<file path="src/rtl/dds_profile_sequencer.sv">
// Timed frequency/phase profile sequencer feeding the DDS phase MAC (A, B, C, E registers).
// Optional late-command counter is built when DDS_LATE_CNT_EN is defined.
module dds_profile_sequencer #(
  parameter int MUL_K = 4
) (
  input  logic        clk,
  input  logic        resetn,
  input  logic [47:0] counter,
  input  logic        cmd_valid,
  output logic        cmd_ready,
  input  logic [47:0] cmd_freq,
  input  logic [13:0] cmd_phase,
  input  logic [47:0] cmd_time,
  input  logic        cmd_continuous,
  output logic [47:0] time_offset,
  output logic [47:0] freq,
  output logic [13:0] phase,
  output logic [47:0] accu_phase,
  output logic        update_pulse,
  output logic        late,
  output logic [15:0] late_cnt
);

  localparam int MUL_CYCLES = 48 / MUL_K;
  localparam int CW = (MUL_CYCLES > 1) ? $clog2(MUL_CYCLES) : 1;
  localparam logic [CW-1:0] MUL_LAST = CW'(MUL_CYCLES - 1);

  typedef enum logic [1:0] {S_IDLE, S_MUL, S_WAIT, S_APPLY} state_t;

  state_t        r_state;
  state_t        w_state_next;
  logic          w_accept;
  logic          w_mul_step;
  logic          w_mul_done;
  logic          w_apply;

  logic          r_ready;
  logic [47:0]   r_cmd_time;
  logic [47:0]   r_cmd_freq;
  logic [13:0]   r_cmd_phase;
  logic          r_cmd_cont;
  logic [47:0]   r_mcand;
  logic [47:0]   r_mplier;
  logic [47:0]   r_prod;
  logic [CW-1:0] r_mul_cnt;
  logic          r_wait_entry;
  logic          r_late_pend;

  logic [47:0]   r_time_offset;
  logic [47:0]   r_freq;
  logic [13:0]   r_phase;
  logic [47:0]   r_accu;
  logic          r_update;
  logic          r_late;

  logic [47:0]   w_diff;
  logic          w_reached;
  logic          w_past;
  logic [47:0]   w_pp [MUL_K];
  logic [47:0]   w_step_sum;
  logic [47:0]   w_accu_next;

  // Signed distance to the commanded timestamp; mod-2^48 so wrap-around is a forward step.
  assign w_diff    = counter - r_cmd_time;
  assign w_reached = ~w_diff[47];
  assign w_past    = ~w_diff[47] && (w_diff != 48'd0);

  // MUL_K partial products of the shift-add multiplier, one per multiplier bit retired this cycle.
  generate
    for (genvar gi = 0; gi < MUL_K; gi++) begin : g_pp
      assign w_pp[gi] = r_mplier[gi] ? (r_mcand << gi) : 48'd0;
    end
  endgenerate

  always_comb begin
    w_step_sum = 48'd0;
    for (int j = 0; j < MUL_K; j++) begin
      w_step_sum = w_step_sum + w_pp[j];
    end
  end

  assign w_accu_next = r_cmd_cont ? (r_accu + r_prod) : 48'd0;

  always_ff @(posedge clk) begin
    if (!resetn) begin
      r_state <= S_IDLE;
    end else begin
      r_state <= w_state_next;
    end
  end

  always_comb begin
    w_state_next = r_state;
    w_accept     = 1'b0;
    w_mul_step   = 1'b0;
    w_mul_done   = 1'b0;
    w_apply      = 1'b0;
    case (r_state)
      S_IDLE: begin
        if (cmd_valid && r_ready) begin
          w_accept     = 1'b1;
          w_state_next = S_MUL;
        end
      end
      S_MUL: begin
        w_mul_step = 1'b1;
        if (r_mul_cnt == MUL_LAST) begin
          w_mul_done   = 1'b1;
          w_state_next = S_WAIT;
        end
      end
      S_WAIT: begin
        if (w_reached) begin
          w_state_next = S_APPLY;
        end
      end
      S_APPLY: begin
        w_apply      = 1'b1;
        w_state_next = S_IDLE;
      end
      default: w_state_next = S_IDLE;
    endcase
  end

  always_ff @(posedge clk) begin
    if (!resetn) begin
      r_ready       <= 1'b0;
      r_cmd_time    <= 48'd0;
      r_cmd_freq    <= 48'd0;
      r_cmd_phase   <= 14'd0;
      r_cmd_cont    <= 1'b0;
      r_mcand       <= 48'd0;
      r_mplier      <= 48'd0;
      r_prod        <= 48'd0;
      r_mul_cnt     <= '0;
      r_wait_entry  <= 1'b0;
      r_late_pend   <= 1'b0;
      r_time_offset <= 48'd0;
      r_freq        <= 48'd0;
      r_phase       <= 14'd0;
      r_accu        <= 48'd0;
      r_update      <= 1'b0;
      r_late        <= 1'b0;
    end else begin
      r_ready      <= (w_state_next == S_IDLE);
      r_wait_entry <= w_mul_done;
      r_update     <= w_apply;
      // Operands come from the current (old) A/B, which stay frozen until APPLY.
      if (w_accept) begin
        r_cmd_time  <= cmd_time;
        r_cmd_freq  <= cmd_freq;
        r_cmd_phase <= cmd_phase;
        r_cmd_cont  <= cmd_continuous;
        r_mcand     <= cmd_time - r_time_offset;
        r_mplier    <= r_freq;
        r_prod      <= 48'd0;
        r_mul_cnt   <= '0;
        r_late_pend <= 1'b0;
        r_late      <= 1'b0;
      end
      if (w_mul_step) begin
        r_prod    <= r_prod + w_step_sum;
        r_mcand   <= r_mcand << MUL_K;
        r_mplier  <= r_mplier >> MUL_K;
        r_mul_cnt <= r_mul_cnt + 1'b1;
      end
      if ((r_state == S_WAIT) && r_wait_entry && w_past) begin
        r_late_pend <= 1'b1;
      end
      if (w_apply) begin
        r_time_offset <= r_cmd_time;
        r_freq        <= r_cmd_freq;
        r_phase       <= r_cmd_phase;
        r_accu        <= w_accu_next;
        r_late        <= r_late_pend;
      end
    end
  end

`ifdef DDS_LATE_CNT_EN
  logic [15:0] r_late_cnt;

  always_ff @(posedge clk) begin
    if (!resetn) begin
      r_late_cnt <= 16'h0;
    end else if (w_apply && r_late_pend && (r_late_cnt != 16'hFFFF)) begin
      r_late_cnt <= r_late_cnt + 16'h1;
    end
  end

  assign late_cnt = r_late_cnt;
`else
  assign late_cnt = 16'h0;
`endif

  assign cmd_ready    = r_ready;
  assign time_offset  = r_time_offset;
  assign freq         = r_freq;
  assign phase        = r_phase;
  assign accu_phase   = r_accu;
  assign update_pulse = r_update;
  assign late         = r_late;

endmodule

</file>
<file path="config.mk">
export PLATFORM = sky130hd
export DESIGN_NAME = dds_profile_sequencer
export DESIGN_NICKNAME = d
export VERILOG_FILES = /design/src/rtl/dds_profile_sequencer.sv
export SDC_FILE = /design/constraint.sdc
export NUM_CORES = 1
export LEC_CHECK = 0
export BUFFER_PORTS_ARGS = -buffer_cell sky130_fd_sc_hd__buf_2
export CORE_MARGIN = 2
export CORE_UTILIZATION = 45
export CTS_BUF_LIST = sky130_fd_sc_hd__clkbuf_4
export CTS_CLUSTER_DIAMETER = 60
export DETAILED_ROUTE_END_ITERATION = 12
export PLACE_DENSITY = 0.69
export REMOVE_ABC_BUFFERS = 1
export SYNTH_ARGS = -nofsm -noshare
export SYNTH_HDL_FRONTEND = slang
export SYNTH_SLANG_ARGS = --single-unit
export TNS_END_PERCENT = 20
</file>
<file path="constraint.sdc">
create_clock -name clk -period 6.6 [get_ports clk]
set_input_delay 0.33 -clock clk [delete_from_list [all_inputs] [get_ports clk]]
set_output_delay 0.33 -clock clk [all_outputs]
set_load 0.005 [all_outputs]
</file>
* Word level (Yosys, flattened, before mapping)
Cells that the tools add are included.
** Cells by class
- Multiplexer cells :: 25
- Div/mod/pow operators :: 0
- Bitwise gates (word level) :: 2
- $add $sub $neg :: 8
- Reduce and logical (&&, ||, !) cells :: 12
- Multipliers :: 0
- Shifts and indexed selects :: 0
- $lt $le $gt $ge :: 0
- Equality and inequality tests :: 4
** Operators by type and width (number)
- 2-to-1 mux 48 bit :: 9
- adder 48 bit :: 5
- subtractor 48 bit :: 2
- 2-to-1 mux 44 bit :: 2
- nonzero test 48 bit :: 1
- 2-to-1 mux 1 bit :: 8
- 2-to-1 mux 4 bit :: 2
- one-hot mux 2 bit (4 select lines) :: 1
- 2-to-1 mux 2 bit :: 3
- nonzero test 2 bit :: 3
- adder 4 x 1 -> 4 bit, second input constant :: 1
- equality test 2 bit, second input constant :: 2
- equality test 4 bit, second input constant :: 1
- logical AND 1 bit :: 4
- logical NOT 2 bit :: 2
- equality test 2 x 1 -> 1 bit, second input constant :: 1
- NOT 1 bit :: 2
- AND reduction 2 bit :: 1
- OR reduction 2 bit :: 1
** Storage, ports and cells
- Logic and storage cells :: 71
- Memory bits (writable) :: 0
- Memories kept :: 0
- Output and inout bits :: 177
- Bits in latches :: 0
- Register bits :: 424
- Memory bits (read-only) :: 0

* Logic depth before layout (Yosys ltp)
Gate-level depths: netlist (run 1).
- Word-level depth :: 6
- Gate-level depth with buffers :: 22
- Depth with buffers taken out :: 20

* Worst setup path after synthesis (run 1)
Ideal clock, no wire load.
- Path kind :: reg-to-reg
- Start :: register r_mplier[2]
- End :: register r_prod[27]
- Required time :: 6.471 ns
- Arrival time :: 4.829 ns
- Clock period less this slack :: 4.958 ns
- Cell stages (with the launch flop) :: 23
- Path buffers :: 2
- Path slack :: 1.642 ns
- Cells stage by stage :: dfxtp_1 > clkbuf_1 > clkbuf_1 > nand2_1 > fa_1 > inv_1 > fa_1 > inv_1 > fa_1 > inv_1 > ha_1 > fa_1 > a21oi_1 > o21bai_1 > a211oi_1 > o31ai_1 > o2111ai_1 > a21oi_1 > o31ai_1 > nand2b_1 > a21oi_1 > xor2_1 > o32ai_1
** Between the ends
- Word-level cells in the longest chain between the ends :: 5
** Ends and longest elaborated chain
- start: declaration :: line 43 : logic [47:0] r_mplier;
- start signal: assignment :: line 155 : r_mplier <= r_freq;
- start signal: assignment :: line 164 : r_mplier <= r_mplier >> MUL_K;
- 2-to-1 mux 48 bit :: line 71 : assign w_pp[gi] = r_mplier[gi] ? (r_mcand << gi) : 48'd0;
- adder 48 bit (2 in a row) :: line 78 : w_step_sum = w_step_sum + w_pp[j];
- adder 48 bit :: line 162 : r_prod <= r_prod + w_step_sum;
- 2-to-1 mux 48 bit :: line 161 : if (w_mul_step) begin
- end signal: assignment :: line 162
- end: declaration :: line 44 : logic [47:0] r_prod;
No other way between the ends.
A chain may end at the register's enable or synchronous reset.

* Final worst setup path (run 1)
- Start :: register r_mplier[3]
- End :: register r_prod[47]
** Between the ends
- Word-level cells in the longest chain between the ends :: 4
** Ends and longest elaborated chain (line)
- 2-to-1 mux 48 bit :: 71
- adder 48 bit :: 78
- adder 48 bit :: 162
- 2-to-1 mux 48 bit :: 161
No other way between the ends.

==> results of run 1 <==
-- cells by family after synthesis --
group / Yosys count / share of synthesized area [%]
xor+xnor: 132 / 3.80
buf+inv: 655 / 8.32
flops: 424 / 27.9
simple gates: 1346 / 19.5
fa+ha+maj: 328 / 16.9
mux: 14 / 0.464
other cells: 1 / 0.0123
compound gates: 1099 / 23.1
-- placed cells by master, fill, tap and decap left out, drive strengths merged, types with 12 or more instances in the layout --
cell type / count
a211oi: 22
a21o: 125
a21oi: 504
a221oi: 12
a22oi: 109
a31oi: 21
and2: 67
and3: 17
buf: 345
clkbuf: 166
clkinv: 28
conb: 16
dfxtp: 424
diode: 13
dlygate4sd3: 114
fa: 139
ha: 189
inv: 430
mux2i: 13
nand2: 817
nand2b: 29
nand3: 112
nand4: 24
nor2: 144
nor2b: 24
nor3: 43
nor3b: 14
o21a: 33
o21ai: 105
o21bai: 22
o22ai: 15
o31ai: 18
or3: 13
xnor2: 88
xor2: 44
-- worst paths after layout --
| check | end | slack (ps) | depth (start not counted) |
|---|---|---|---|
| worst max-delay path | r_prod[47] | 1190 | 21 |
| worst min-delay path | r_late_pend | 120 | 6 |
| worst max register to register | r_prod[47] | 1190 | 21 |
| worst min register to register | phase[7] | 430 | 2 |
-- state kept, by name (all words and copies together), names as in the netlist --
| register | flops |
|---|---|
| r_late_pend | 1 |
| r_mul_cnt | 4 |
| r_mcand | 48 |
| cmd_ready | 1 |
| update_pulse | 1 |
| r_cmd_freq | 48 |
| late | 1 |
| accu_phase | 48 |
| phase | 14 |
| r_wait_entry | 1 |
| r_cmd_time | 48 |
| r_prod | 48 |
| r_cmd_cont | 1 |
| time_offset | 48 |
| r_mplier | 48 |
| freq | 48 |
| r_cmd_phase | 14 |
| r_state | 2 |
-- routing by layer --
| metal | vias up | GRT usage [%] |
|---|---|---|
| met2 | 885 | 41.6 |
| met3 | 254 | 5.01 |
| met5 | - | 0 |
| met1 | 13500 | 32.0 |
| met4 | 18 | 14.5 |
| li1 | 14300 | - |
-- final cells by class --
class | instances | area [um2] | share of cell area [%]
Sequential cell | 424 | 8490 | 24.2
Timing Repair Buffer | 459 | 2950 | 8.40
Clock inverter | 32 | 206 | 0.587
Multi-Input combinational cell | 2935 | 19500 | 55.5
Antenna cell | 13 | 32.5 | 0.0926
Clock buffer | 166 | 1250 | 3.55
Tap cell | 873 | 1090 | 3.11
Inverter | 426 | 1610 | 4.57
-- worst max-delay path, cell delays in order, from the launching register on --
cell	delay, ps
dfxtp_1	560
nand2_1	120
fa_1	490
inv_1	50
fa_1	480
inv_1	50
fa_1	470
inv_1	40
ha_1	200
fa_1	460
a21oi_1	150
o21bai_1	130
a211oi_1	280
o31ai_1	100
buf_4	160
o2111ai_1	320
nand4_1	280
a41oi_1	440
o31ai_1	150
xnor2_1	160
nand2_1	70
a21oi_1	170
-- cell usage after synthesis, types with 8 or more instances --
cell         n
o21a_1      33
mux2i_1     13
nor2_1     144
a211oi_1    19
a21oi_1    502
fa_1       139
nor4_1       8
nor3_1      41
and2_1      66
dfxtp_1    424
a22oi_1    108
nor2b_1     24
nand2b_1    29
a31oi_1     21
buf_2        8
o21bai_1    22
ha_1       189
o21ai_0     97
or3_1       13
and3_1      17
nand3_1    112
nand2_1    816
xnor2_1     88
nand4_1     24
a221oi_1    11
a21o_1     125
o2111ai_1    9
clkbuf_1   190
inv_1      426
nand3b_1     9
xor2_1      44
buf_1       12
nor3b_1     14
o31ai_1     16
o22ai_1     15
buf_4       16
-- power groups by stage --
stage | Sequential [W] | Clock (W) | Combinational (W)
3_5_place_dp | 0.00274 | 0 | 0.000834
5_1_grt | 0.00269 | 0.00259 | 0.000987
3_3_place_gp | 0.00274 | 0 | 0.000829
4_1_cts | 0.00268 | 0.00247 | 0.000890
2_1_floorplan | 0.00271 | 0 | 0.000592
6_report | 0.00268 | 0.00239 | 0.000899
-- metrics by stage --
stage          cells  total power, W  setup TNS [ps]
5_1_grt         5325         0.00626               0
4_1_cts         5315         0.00604               0
3_3_place_gp    5003         0.00356               0
2_1_floorplan   3785         0.00331        -1711670
3_5_place_dp    5003         0.00357               0
6_report        5328         0.00597               0
-- what timing repair did --
action                    4_1_cts  5_1_grt
hold buffers                  114        0
gates resized for setup         0        0
hold endpoints to repair      152        0
==> flow_summary.toml, run 1 <==
[power_and_ir_drop]
vdd_ir_drop_max_mv = 0.171
p_per_area_nw_per_um2 = 170
cellLeakagePower_nw = 15.4
switching_share_pct = 30.8
p_switching_w = 0.00184
combPwrFrac_pct = 15.1
clkPwrFrac_pct = 40.0
seq_power_share_pct = 44.9
intPower_w = 0.00413

[synth]
avgSynthCellArea_um2 = 7.61
synth_top_area_share_pct = 27.9
async_reset_ff_share_pct = 0
synth_flop_cell = "dfxtp_1"
synth_seq_cells = 424
syn_area_um2 = 30400
synth_top_area_cell = "dfxtp_1"
seq_area_frac_synth_pct = 27.9
synth_edf_count = 0
synthCells = 3999
synthTopCellsByArea = "dfxtp_1 (28%), nand2_1 (10%), fa_1 (9.1%), a21oi_1 (8.3%), ha_1 (7.8%)"
ys_types = 99
synth_warnings = 0

[sta]
rsz0062_at_grt = "false"
finalWorstSetupSlack_ps = 1190
max_slew_margin_pct = 25.0
fin_worst_skew_ps = 83.6
timing.final.crit_period_ps = 5410
fmax_mhz = 185
hold_violations = 0
holdWs_ps = 124
setup_viol = 0
timing.final.crit_share_pct = 81.9
worst_pin_slew_ps = 1130
slew_viol_final = 0

[clock_network]
htreeDepth = 3
cts_sinks = 424
cts_made_buffers = 115
clk_latency_ps = 960
cts_tree = "yes"
cts_root_buffer = "clkbuf_4"
clkTransAtPathRegs_ps = 60
clockBufferDepth = 3
post_cts_buffers = 0

[finish]
drive_gt1_share_pct = 12.9
fin_nets = 4851
finalInstanceArea_um2 = 35100
num-fill-cells = 6558
final_util_pct = 52.4
syn2layout_area_growth_pct = 15.5

[drt]
dr_wl_met3_mm = 5.39
wl_met1_mm = 39.1
vias = 28900
topRoutingLayerUsed = "met5"
dr.pass1.iters = 7
drc = 0
wl_met2_mm = 41.7
final_antenna_net_count = 0
vias_per_cell = 5.43
drtIter0Drc = 1776
routed_wirelength_mm = 91.1
wl_per_cell_um = 17.1

[die]
rows = 95
dieArea_um2 = 69700
pin_count = 339
start_util_pct = 45.4
core-area_um2 = 67000
dieHeight_um = 264
chipWidth_um = 264

[critical_path]
timing.rr.start = "r_mplier[3]"
arrival_ps = 6280
critical_path_required_ps = 7480
critPathKind = "flip-flop to flip-flop"
cp-start-kind = "flip-flop"
crit_start = "r_mplier[3]"
end_kind = "flip-flop"
cp_max_fo = 11

[hold_path]
worstHoldPathType = "input port to flip-flop"
hp-start = "counter[43]"

[placed_design]
dpl_cell_area_um2 = 32500
gp_congestion = 0.956
io_buffers = 322
dp_slack_ps = 1240
hpwl_mm = 65.0

[grt]
grt_pass1_vias = 27700
grt_pass1_wl_mm = 146
grt.overflow.total = 0
grt_max_degree = 201
grt_use_total_pct = 25.6
antenna_found_initial = 19

[run_status]
status = "finished, final reports clean"

[job]
cap_viol_max_count = 0
Note: power is estimated with default switching activity, not from simulation.
==> run 2: changes to the inputs <==
==> constraint.sdc (replaced) <==
create_clock -name clk -period 5.68 [get_ports clk]
set_input_delay 0.284 -clock clk [delete_from_list [all_inputs] [get_ports clk]]
set_output_delay 0.284 -clock clk [all_outputs]
set_load 0.005 [all_outputs]
==> run 2 against run 1 <==
Count of clock-buffer cells in the layout grew 5. Sequential share of layout area shrank 0.084 points. Hold slack lost 2.0 ps. First-iteration DRC count shrank 12%. Clock skew shrank 23 ps. Worst setup slack lost 790 ps. Global-route usage shrank 0.059 points.
==> flow_summary.toml, run 2 (synthesis gave the netlist of run 1 again) <==
[critical_path]
cp_top_family = "adder cells"
crit_start = "r_mplier[2]"
timing.rr.start = "r_mplier[2]"
reg2regPathDepth = 20
end_kind = "flip-flop"
crit_slowest_cell = "fa_1"
cp-start-kind = "flip-flop"
r2r_slack_ps = 400
worstPathCellList = "buf_4 > nand2_1 > fa_1 > inv_1 > fa_1 > inv_1 > fa_1 > inv_1 > ha_1 > nand3_1 > nor4_2 > o2111ai_1 > o211a_1 > a31o_1 > a21oi_1 > o22ai_1 > o211a_1 > nor3_1 > nand4b_1 > o221ai_1"
critPathBufInv = 4
reg2reg_to = "r_prod[44]"
arrival_ps = 6140
slowest_delay_ps = 500
cp_max_fo = 8
critical_path_required_ps = 6540
critPathKind = "flip-flop to flip-flop"

[power_and_ir_drop]
p_switching_w = 0.00214
seq_power_share_pct = 44.6
p_total_w = 0.00699
switching_share_pct = 30.6
cellLeakagePower_nw = 15.5
clkPwrFrac_pct = 40.4
intPower_w = 0.00485
vdd_ir_drop_max_mv = 0.218
p_per_area_nw_per_um2 = 198
combPwrFrac_pct = 15.0

[sta]
slew_viol_final = 0
max_slew_margin_pct = 28.7
tns_ps = 0
timing.final.crit_share_pct = 92.9
setup_viol = 0
worst_pin_slew_ps = 1070
rsz0062_at_grt = "false"
fin_worst_skew_ps = 61.0
hold_violations = 0
fmax_mhz = 189
timing.final.crit_period_ps = 5280

[die]
dieArea_um2 = 69700
rows = 95
pin_count = 339
dieHeight_um = 264
core-area_um2 = 67000
start_util_pct = 45.4
chipWidth_um = 264

[drt]
vias = 28900
dr.pass1.iters = 5
routed_wirelength_mm = 91.3
drc = 0
final_antenna_net_count = 0
drtIter0Drc = 1568
vias_per_cell = 5.41
wl_per_cell_um = 17.1

[clock_network]
cts_tree = "yes"
htreeDepth = 3
cts_root_buffer = "clkbuf_4"
cts_sinks = 424
clk_latency_ps = 940
cts_made_buffers = 114
clockBufferDepth = 3
post_cts_buffers = 0
post_cts_resized = 0
clkTransAtPathRegs_ps = 70
holdBufCountCts = 114

[grt]
grt.overflow.total = 0
antenna_found_initial = 21
grt_max_degree = 179
grt_pass1_vias = 27600
grt_use_total_pct = 25.6
grt_pass1_wl_mm = 145

[finish]
syn2layout_area_growth_pct = 15.9
num-fill-cells = 6548
fin_nets = 4858
final_common_cell = "nand2_1"
mostFrequentLayoutCells = "nand2_1 (815), a21oi_1 (502), inv_1 (425)"
drive_gt1_share_pct = 13.2

[hold_path]
whs_path_depth = 4
min_to = "r_cmd_freq[3]"
hp-start = "cmd_freq[3]"
worstHoldPathType = "input port to flip-flop"

[placed_design]
gp_congestion = 0.941
hpwl_mm = 65.6
io_buffers = 322

[job]
cap_viol_max_count = 0

[run_status]
status = "finished, final reports clean"
[run 2: final cells by class]
cell class                 count  area, um2  area share [%]
inverter                     426       1610            4.56
tap                          873       1090            3.10
multi-input combinational   2935      19500            55.4
clock buffer                 171       1280            3.64
sequential                   424       8490            24.1
antenna                       12       30.0          0.0852
timing repair buffer         467       3020            8.57
clock inverter                37        221           0.628
[run 2: worst min-delay path: stages]
cell,delay [ps]
dlygate4sd3_1,530
buf_2,120
nand2_1,40
a21oi_1,50
[run 2: through the flow]
step | area [um2] | hold WS (ps) | utilization [%] | cells | setup slack, ps
finish | 35300 | 122 | 52.6 | 5345 | 402
global route | 35300 | 84.1 | 52.6 | 5345 | 41.7
CTS | 35200 | 19.4 | 52.6 | 5333 | 391
detailed placement | 32600 | 442 | 48.6 | 5011 | 373
global placement | 32600 | 437 | 48.6 | 5011 | 465
floorplan | 29600 | 400 | - | 3785 | -14360
[run 2: metal layers]
layer / share of wire, % / routed length [um] / track usage (%) / vias up
met4: 4.8 / 4380 / 13.8 / 18
met3: 5.7 / 5240 / 4.57 / 228
met5: 0.12 / 105 / 0 / -
met2: 46 / 41900 / 41.1 / 804
met1: 43 / 39600 / 32.7 / 13500
li1: - / - / - / 14300
[run 2: power groups by stage]
| stage | registers [W] | clock network, W | logic (W) |
|---|---|---|---|
| 2_1_floorplan | 0.00315 | 0 | 0.000688 |
| 3_3_place_gp | 0.00318 | 0 | 0.000971 |
| 3_5_place_dp | 0.00318 | 0 | 0.000975 |
| 4_1_cts | 0.00311 | 0.00291 | 0.00104 |
| 5_1_grt | 0.00312 | 0.00305 | 0.00115 |
| 6_report | 0.00312 | 0.00283 | 0.00105 |
[run 2: how the worst max path moves through the flow]
| stage | endpoint | slack, ps | depth (start not counted) |
|---|---|---|---|
| floorplan | r_mcand[27] | -14360 | 4 |
| global placement | r_prod[47] | 470 | 20 |
| detailed placement | r_prod[44] | 370 | 20 |
| CTS | r_prod[44] | 390 | 20 |
| global route | r_prod[40] | 40 | 21 |
| finish | r_prod[44] | 400 | 20 |
